==> src/rtl/fall_pkg.sv <==
// Shared types and constants for the fall-detection sequencer: FSM states,
// sample width, default band edges and the out-of-band test.
package fall_pkg;

  localparam int SAMPLE_W = 16;

  localparam logic [SAMPLE_W-1:0] LOWER_LIMIT_DEF = 16'h3333;  // 0.8g
  localparam logic [SAMPLE_W-1:0] UPPER_LIMIT_DEF = 16'h3FFF;  // 1g

  typedef enum logic [1:0] {
    REQ,
    FILL,
    SCAN,
    DECIDE
  } state_t;

  // Both band edges count as hits.
  function automatic logic out_of_band(input logic [SAMPLE_W-1:0] sample,
                                       input logic [SAMPLE_W-1:0] lo,
                                       input logic [SAMPLE_W-1:0] hi);
    return (sample <= lo) || (sample >= hi);
  endfunction

endpackage

==> src/rtl/window_buffer.sv <==
// WIN_LEN x SAMPLE_W register file: one synchronous write port and one
// combinational read port.
module window_buffer
  import fall_pkg::*;
#(
  parameter int WIN_LEN = 5,
  parameter int IDX_W   = 3
) (
  input  logic                clk,
  input  logic                we,
  input  logic [IDX_W-1:0]    waddr,
  input  logic [SAMPLE_W-1:0] wdata,
  input  logic [IDX_W-1:0]    raddr,
  output logic [SAMPLE_W-1:0] rdata
);

  logic [SAMPLE_W-1:0] mem [WIN_LEN];

  // NOTE: no reset on the storage array; every entry is rewritten before it
  // is read, so clearing it would only cost flops and reset fan-out.
  always_ff @(posedge clk) begin
    if (we) mem[waddr] <= wdata;
  end

  assign rdata = mem[raddr];

endmodule

==> src/rtl/fall_window_sequencer.sv <==
// Fall-detection sequencer: fills a window of samples, counts out-of-band
// hits, decides and drives a retriggerable active-low alarm.
// Define FALL_DEBOUNCE_EN to require two consecutive qualifying windows.
module fall_window_sequencer
  import fall_pkg::*;
#(
  parameter int                  WIN_LEN     = 5,
  parameter int                  MIN_HITS    = 2,
  parameter logic [SAMPLE_W-1:0] LOWER_LIMIT = LOWER_LIMIT_DEF,
  parameter logic [SAMPLE_W-1:0] UPPER_LIMIT = UPPER_LIMIT_DEF,
  parameter int                  HOLD_CYCLES = 1000
) (
  input  logic                clk,
  input  logic                rst,
  output logic                acq_req,
  input  logic                sample_valid,
  input  logic [SAMPLE_W-1:0] sample_data,
  output logic                sample_ready,
  output logic                busy,
  output logic                fall_pulse,
  output logic [5:0]          hit_count,
  output logic                alarm_n
);

  localparam int               IDX_W    = (WIN_LEN > 1) ? $clog2(WIN_LEN) : 1;
  localparam int               HOLD_W   = $clog2(HOLD_CYCLES + 1);
  localparam logic [IDX_W-1:0] LAST_IDX = IDX_W'(WIN_LEN - 1);

  state_t              state;
  logic [IDX_W-1:0]    wr_idx;
  logic [IDX_W-1:0]    rd_idx;
  logic [5:0]          acc;
  logic [HOLD_W-1:0]   hold_cnt;
  logic [SAMPLE_W-1:0] rd_data;
  logic                accept;
  logic                qualify;
  logic                fire;

  // sample_ready is only ever high in FILL, so this is the FILL-state accept.
  assign accept  = sample_valid && sample_ready;
  assign qualify = (acc >= 6'(MIN_HITS));

`ifdef FALL_DEBOUNCE_EN
  logic prev_hit;

  assign fire = (state == DECIDE) && qualify && prev_hit;

  always_ff @(posedge clk) begin
    if (rst)                  prev_hit <= 1'b0;
    else if (state == DECIDE) prev_hit <= qualify;
  end
`else
  assign fire = (state == DECIDE) && qualify;
`endif

  window_buffer #(
    .WIN_LEN (WIN_LEN),
    .IDX_W   (IDX_W)
  ) u_window_buffer (
    .clk   (clk),
    .we    (accept),
    .waddr (wr_idx),
    .wdata (sample_data),
    .raddr (rd_idx),
    .rdata (rd_data)
  );

  // NOTE: all state and registered outputs use non-blocking assignments so
  // every flop samples pre-edge values regardless of block ordering.
  always_ff @(posedge clk) begin
    if (rst) begin
      state        <= REQ;
      acq_req      <= 1'b0;
      sample_ready <= 1'b0;
      busy         <= 1'b0;
      fall_pulse   <= 1'b0;
      hit_count    <= '0;
      wr_idx       <= '0;
      rd_idx       <= '0;
      acc          <= '0;
    end else begin
      fall_pulse <= 1'b0;
      unique case (state)
        REQ: begin
          state        <= FILL;
          acq_req      <= 1'b1;
          sample_ready <= 1'b1;
          busy         <= 1'b1;
        end
        FILL: begin
          if (accept) begin
            if (wr_idx == LAST_IDX) begin
              wr_idx       <= '0;
              acq_req      <= 1'b0;
              sample_ready <= 1'b0;
              state        <= SCAN;
            end else begin
              wr_idx <= wr_idx + 1'b1;
            end
          end
        end
        SCAN: begin
          if (out_of_band(rd_data, LOWER_LIMIT, UPPER_LIMIT) && (acc != 6'd63))
            acc <= acc + 6'd1;
          if (rd_idx == LAST_IDX) begin
            rd_idx <= '0;
            state  <= DECIDE;
          end else begin
            rd_idx <= rd_idx + 1'b1;
          end
        end
        DECIDE: begin
          hit_count  <= acc;
          fall_pulse <= fire;
          acc        <= '0;
          acq_req    <= 1'b1;
          busy       <= 1'b0;
          state      <= REQ;
        end
        default: state <= REQ;
      endcase
    end
  end

  // Alarm hold runs independently of the FSM; a reload beats the final
  // decrement so alarm_n never blips high on a retrigger.
  always_ff @(posedge clk) begin
    if (rst) begin
      hold_cnt <= '0;
      alarm_n  <= 1'b1;
    end else if (fire) begin
      hold_cnt <= HOLD_W'(HOLD_CYCLES);
      alarm_n  <= 1'b0;
    end else if (hold_cnt != '0) begin
      hold_cnt <= hold_cnt - 1'b1;
      alarm_n  <= (hold_cnt == HOLD_W'(1));
    end
  end

endmodule

==> config.mk <==
export PLATFORM = sky130hd
export DESIGN_NAME = fall_window_sequencer
export DESIGN_NICKNAME = d
export VERILOG_FILES = /design/src/rtl/fall_pkg.sv /design/src/rtl/window_buffer.sv /design/src/rtl/fall_window_sequencer.sv
export SDC_FILE = /design/constraint.sdc
export NUM_CORES = 1
export LEC_CHECK = 0
export ABC_AREA = 1
export BUFFER_PORTS_ARGS = -buffer_cell sky130_fd_sc_hd__buf_2
export CORE_ASPECT_RATIO = 1.5
export CORE_UTILIZATION = 55
export CTS_BUF_LIST = sky130_fd_sc_hd__clkbuf_4
export DETAILED_ROUTE_END_ITERATION = 10
export PLACE_DENSITY = 0.79
export SLEW_MARGIN = 20
export SYNTH_ARGS = -nofsm -noshare
export SYNTH_HDL_FRONTEND = slang
export SYNTH_SLANG_ARGS = --single-unit
export TNS_END_PERCENT = 50
==> constraint.sdc <==
create_clock -name clk -period 3.6 [get_ports clk]
set_input_delay 0 -clock clk [delete_from_list [all_inputs] [get_ports clk]]
set_output_delay 0 -clock clk [all_outputs]
set_load 0.01 [all_outputs]
==> out/qor.txt <==
Yosys top cell by area = edfxtp_1
Worst hold start = sample_valid
CTS sink cnt = 118
Ant diodes = 0
Crit Reg-Reg Endpoint = acc[2]$_SDFFE_PP0P_
Post-synth EDFFs = 80
Setup tns final = 0 ps
Die area = 9340 um2
Post-route cell area = 5670 um2
Most frequent cells in the layout = nand2_1 (101), edfxtp_1 (80), inv_1 (50), nand3_1 (43), dfxtp_1 (38)
Crit path time final = 2160 ps
CP max-delay cell = dfxtp_1
Fmax = 0.462 GHz
# rows = 41
Setup crit end kind = register
Critical path peak fanout = 19
Synth top area cells = edfxtp_1 (49%), dfxtp_1 (15%), nand2_1 (7.7%)
Switch share = 31.6%
Routability Congestion = 0.888
Clock power share = 27.6%
Largest net degree at the start of global routing = 20
Post-route total power = 3.65 mW
H-tree depth = 4
CP max stage delay = 490 ps
CTS tree = done
Post-synth top flop = edfxtp_1
Height of the die = 118 um
First-pass GRT wire length = 15500 um
Placement Cell Area = 5190 um2
CTS root buf = clkbuf_4
Synth Area per Inst = 10.4 um2
Clk_lat worst skew = 490 ps
Asr flop ratio synth = 0%
Seq pwr share = 46.6%
CP dominant cell by count = nand2_1
CP Launch Type = register
Power per cell area = 643 nW/um2
Status = complete, no violations
Final #Nets = 566
Peak VDD IR = 0.433 mV
Utilization of the core after routing = 66.2%
Final Routed Wirelength = 9390 um
Pleak = 2.33 nW
Hold Fails Final Rpt = 0
CP Data Required Time = 4000 ps
Hpwl dp = 6370 um
Sequential fraction of the synthesis area = 64.3%
DR vias = 3468
Critical path type = reg2reg
Worst hold stages = 4
Worst hold endpoint = sample_ready$_SDFFE_PP0P_
Clock skew = 12.8 ps
I/O pin total = 30
Core outline area = 8570 um2
Starting density of the core = 57.4%
WL/cell = 14.4 um
Clock-pin transition on the worst setup and hold timing paths = 100 ps
Commonest non-fill, non-tap cell in the layout = nand2_1
FF-to-FF path depth = 14
P&R area growth vs syn = 15.3%
HP Class = in2reg
First DRT Iteration DRCs = 225
Routed vias/inst = 5.30
Switch Pwr = 1.15 mW
Library cells used by synthesis = 37
Final setup vio count = 0
Final Max Slew Viols = 0
YS warnings = 0
Congestion Overflow GR = 0
Worst EP arrival = 2560 ps
Layout cells sized above 1 = 15.7%
Family with the most delay on the worst path = simple AND/OR/NAND/NOR gates
Total setup buffers inserted after CTS = 0
Yosys top cell area share = 48.8%
Combinational Power Share = 25.8%
Drt pass-1 iters = 5
Vias in the first global route = 3455
Post-synthesis cell count = 472
Int Pwr = 2.50 mW
I/O Buffers = 29
CTS Buf Count = 17
Crit-path cells = buf_4, inv_2, nand2_1, nand3_1, nand2_1, nand2_1, nand2_1, nand2_1, nor2_1, nand3b_1, nand3_2, nand2_4, a21oi_1, nor2_1
Worst-margin pin slew = 657 ps
Sum of buffers and inverters on the critical path = 2
Mapped cell area = 4920 um2
Slew headroom = 55.9%
Total Routing Usage GR = 22.2%
Initial antenna violation count = 0
Period utilization = 60.1%
Syn Nets = 504
R2R Setup Slk = 1440 ps
Die Wd = 79.2 um
#FFs+latches synth = 118
DRC viols = 0
Max_cap viols = 0
RSZ-0062 raised after global routing = no
Final antenna-violating net count = 0
Max clock buf depth = 2
## layer usage
| layer | vias up | track usage [%] | wire length, um |
|---|---|---|---|
| met5 | - | 0 | 0 |
| met4 | 0 | 8.86 | 199 |
| met3 | 22 | 7.13 | 374 |
| met2 | 63 | 39.6 | 5100 |
| met1 | 1653 | 23.5 | 3720 |
| li1 | 1730 | - | - |
## layout make-up
type,count,area (um2)
flip-flops and latches,118,3160
clock buffers,20,150
multi-input cells,290,1500
clock inverters,12,159
well taps,107,134
fillers,664,2890
repair buffers,53,368
inverters,54,203
## repair_timing
| action | CTS | global route |
|---|---|---|
| gates resized for setup | 0 | 0 |
| setup endpoints to repair | 0 | 0 |
| hold buffers | 17 | 0 |
| endpoints found under the hold margin | 94 | 0 |
## worst max path at each step
stage                               from                                   to  slack [ps]  cells past startpoint
4_1_cts                         register                  acc[5]$_SDFFE_PP0P_        1450                     13
2_1_floorplan  sample_ready$_SDFFE_PP0P_  u_window_buffer.mem[1][0]$_DFFE_PP_        1490                      2
5_1_grt                         register                  acc[0]$_SDFFE_PP0P_        1140                     15
3_5_place_dp                    register                  acc[2]$_SDFFE_PP0P_        1470                     14
6_report                        register                  acc[2]$_SDFFE_PP0P_        1440                     14
3_3_place_gp                    register                  acc[4]$_SDFFE_PP0P_        1590                     14
## cell families (layout without fill, tap and decap cells)
family / after synthesis / in the layout / synth area share [%]
AND/OR/NAND/NOR: 203 / 203 / 18.3
flip-flops: 118 / 118 / 64.3
AO/OA/AOI/OAI: 71 / 71 / 7.96
buffers and inverters: 64 / 139 / 5.59
adder cells (fa/ha/maj): 13 / 13 / 3.31
XOR/XNOR: 3 / 3 / 0.534
## sequential cells by signal (all words and copies together), names as in the netlist, named ones only
register / flops
u_window_buffer.mem: 80
hold_cnt: 10
acc: 6
hit_count: 6
rd_idx: 3
wr_idx: 3
state: 2
acq_req: 1
alarm_n: 1
busy: 1
fall_pulse: 1
sample_ready: 1
## power by group through the flow
stage / sequential (mW) / combinational (mW) / clock [mW]
finish: 1.70 / 0.941 / 1.01
CTS: 1.70 / 0.941 / 1.03
detailed placement: 1.73 / 0.921 / 0
global placement: 1.72 / 0.881 / 0
floorplan: 1.71 / 0.718 / 0
global route: 1.72 / 1.09 / 1.08
## cells in the mapped netlist (2+ instances only)
cell type	number
clkbuf_1	2
o21ai_1	3
xor2_1	3
nand4_1	4
or2_1	2
a31oi_1	4
nand3_2	2
buf_6	2
inv_1	50
dfxtp_1	38
ha_1	13
nor3_1	7
nand2_2	3
nand3_1	43
o21ai_0	24
nand2_4	2
edfxtp_1	80
inv_2	4
nor2_1	32
buf_2	4
or2_2	2
a21oi_1	31
nand2_1	101
a211oi_1	3
## metrics by stage
stage / hold WS (ps) / setup slack (ps) / instances
CTS: 28.3 / 1450 / 654
floorplan: 78.5 / 1490 / 472
finish: 75.8 / 1440 / 654
detailed placement: 235 / 1470 / 605
global placement: 221 / 1590 / 605
global route: 73.9 / 1140 / 654
## worst min-delay path, stage by stage
cell and delay, ps:
buf_2 100, nand2_1 130, nor2_1 200, a211oi_1 100
No activity file was read; power rests on OpenSTA's default activity.
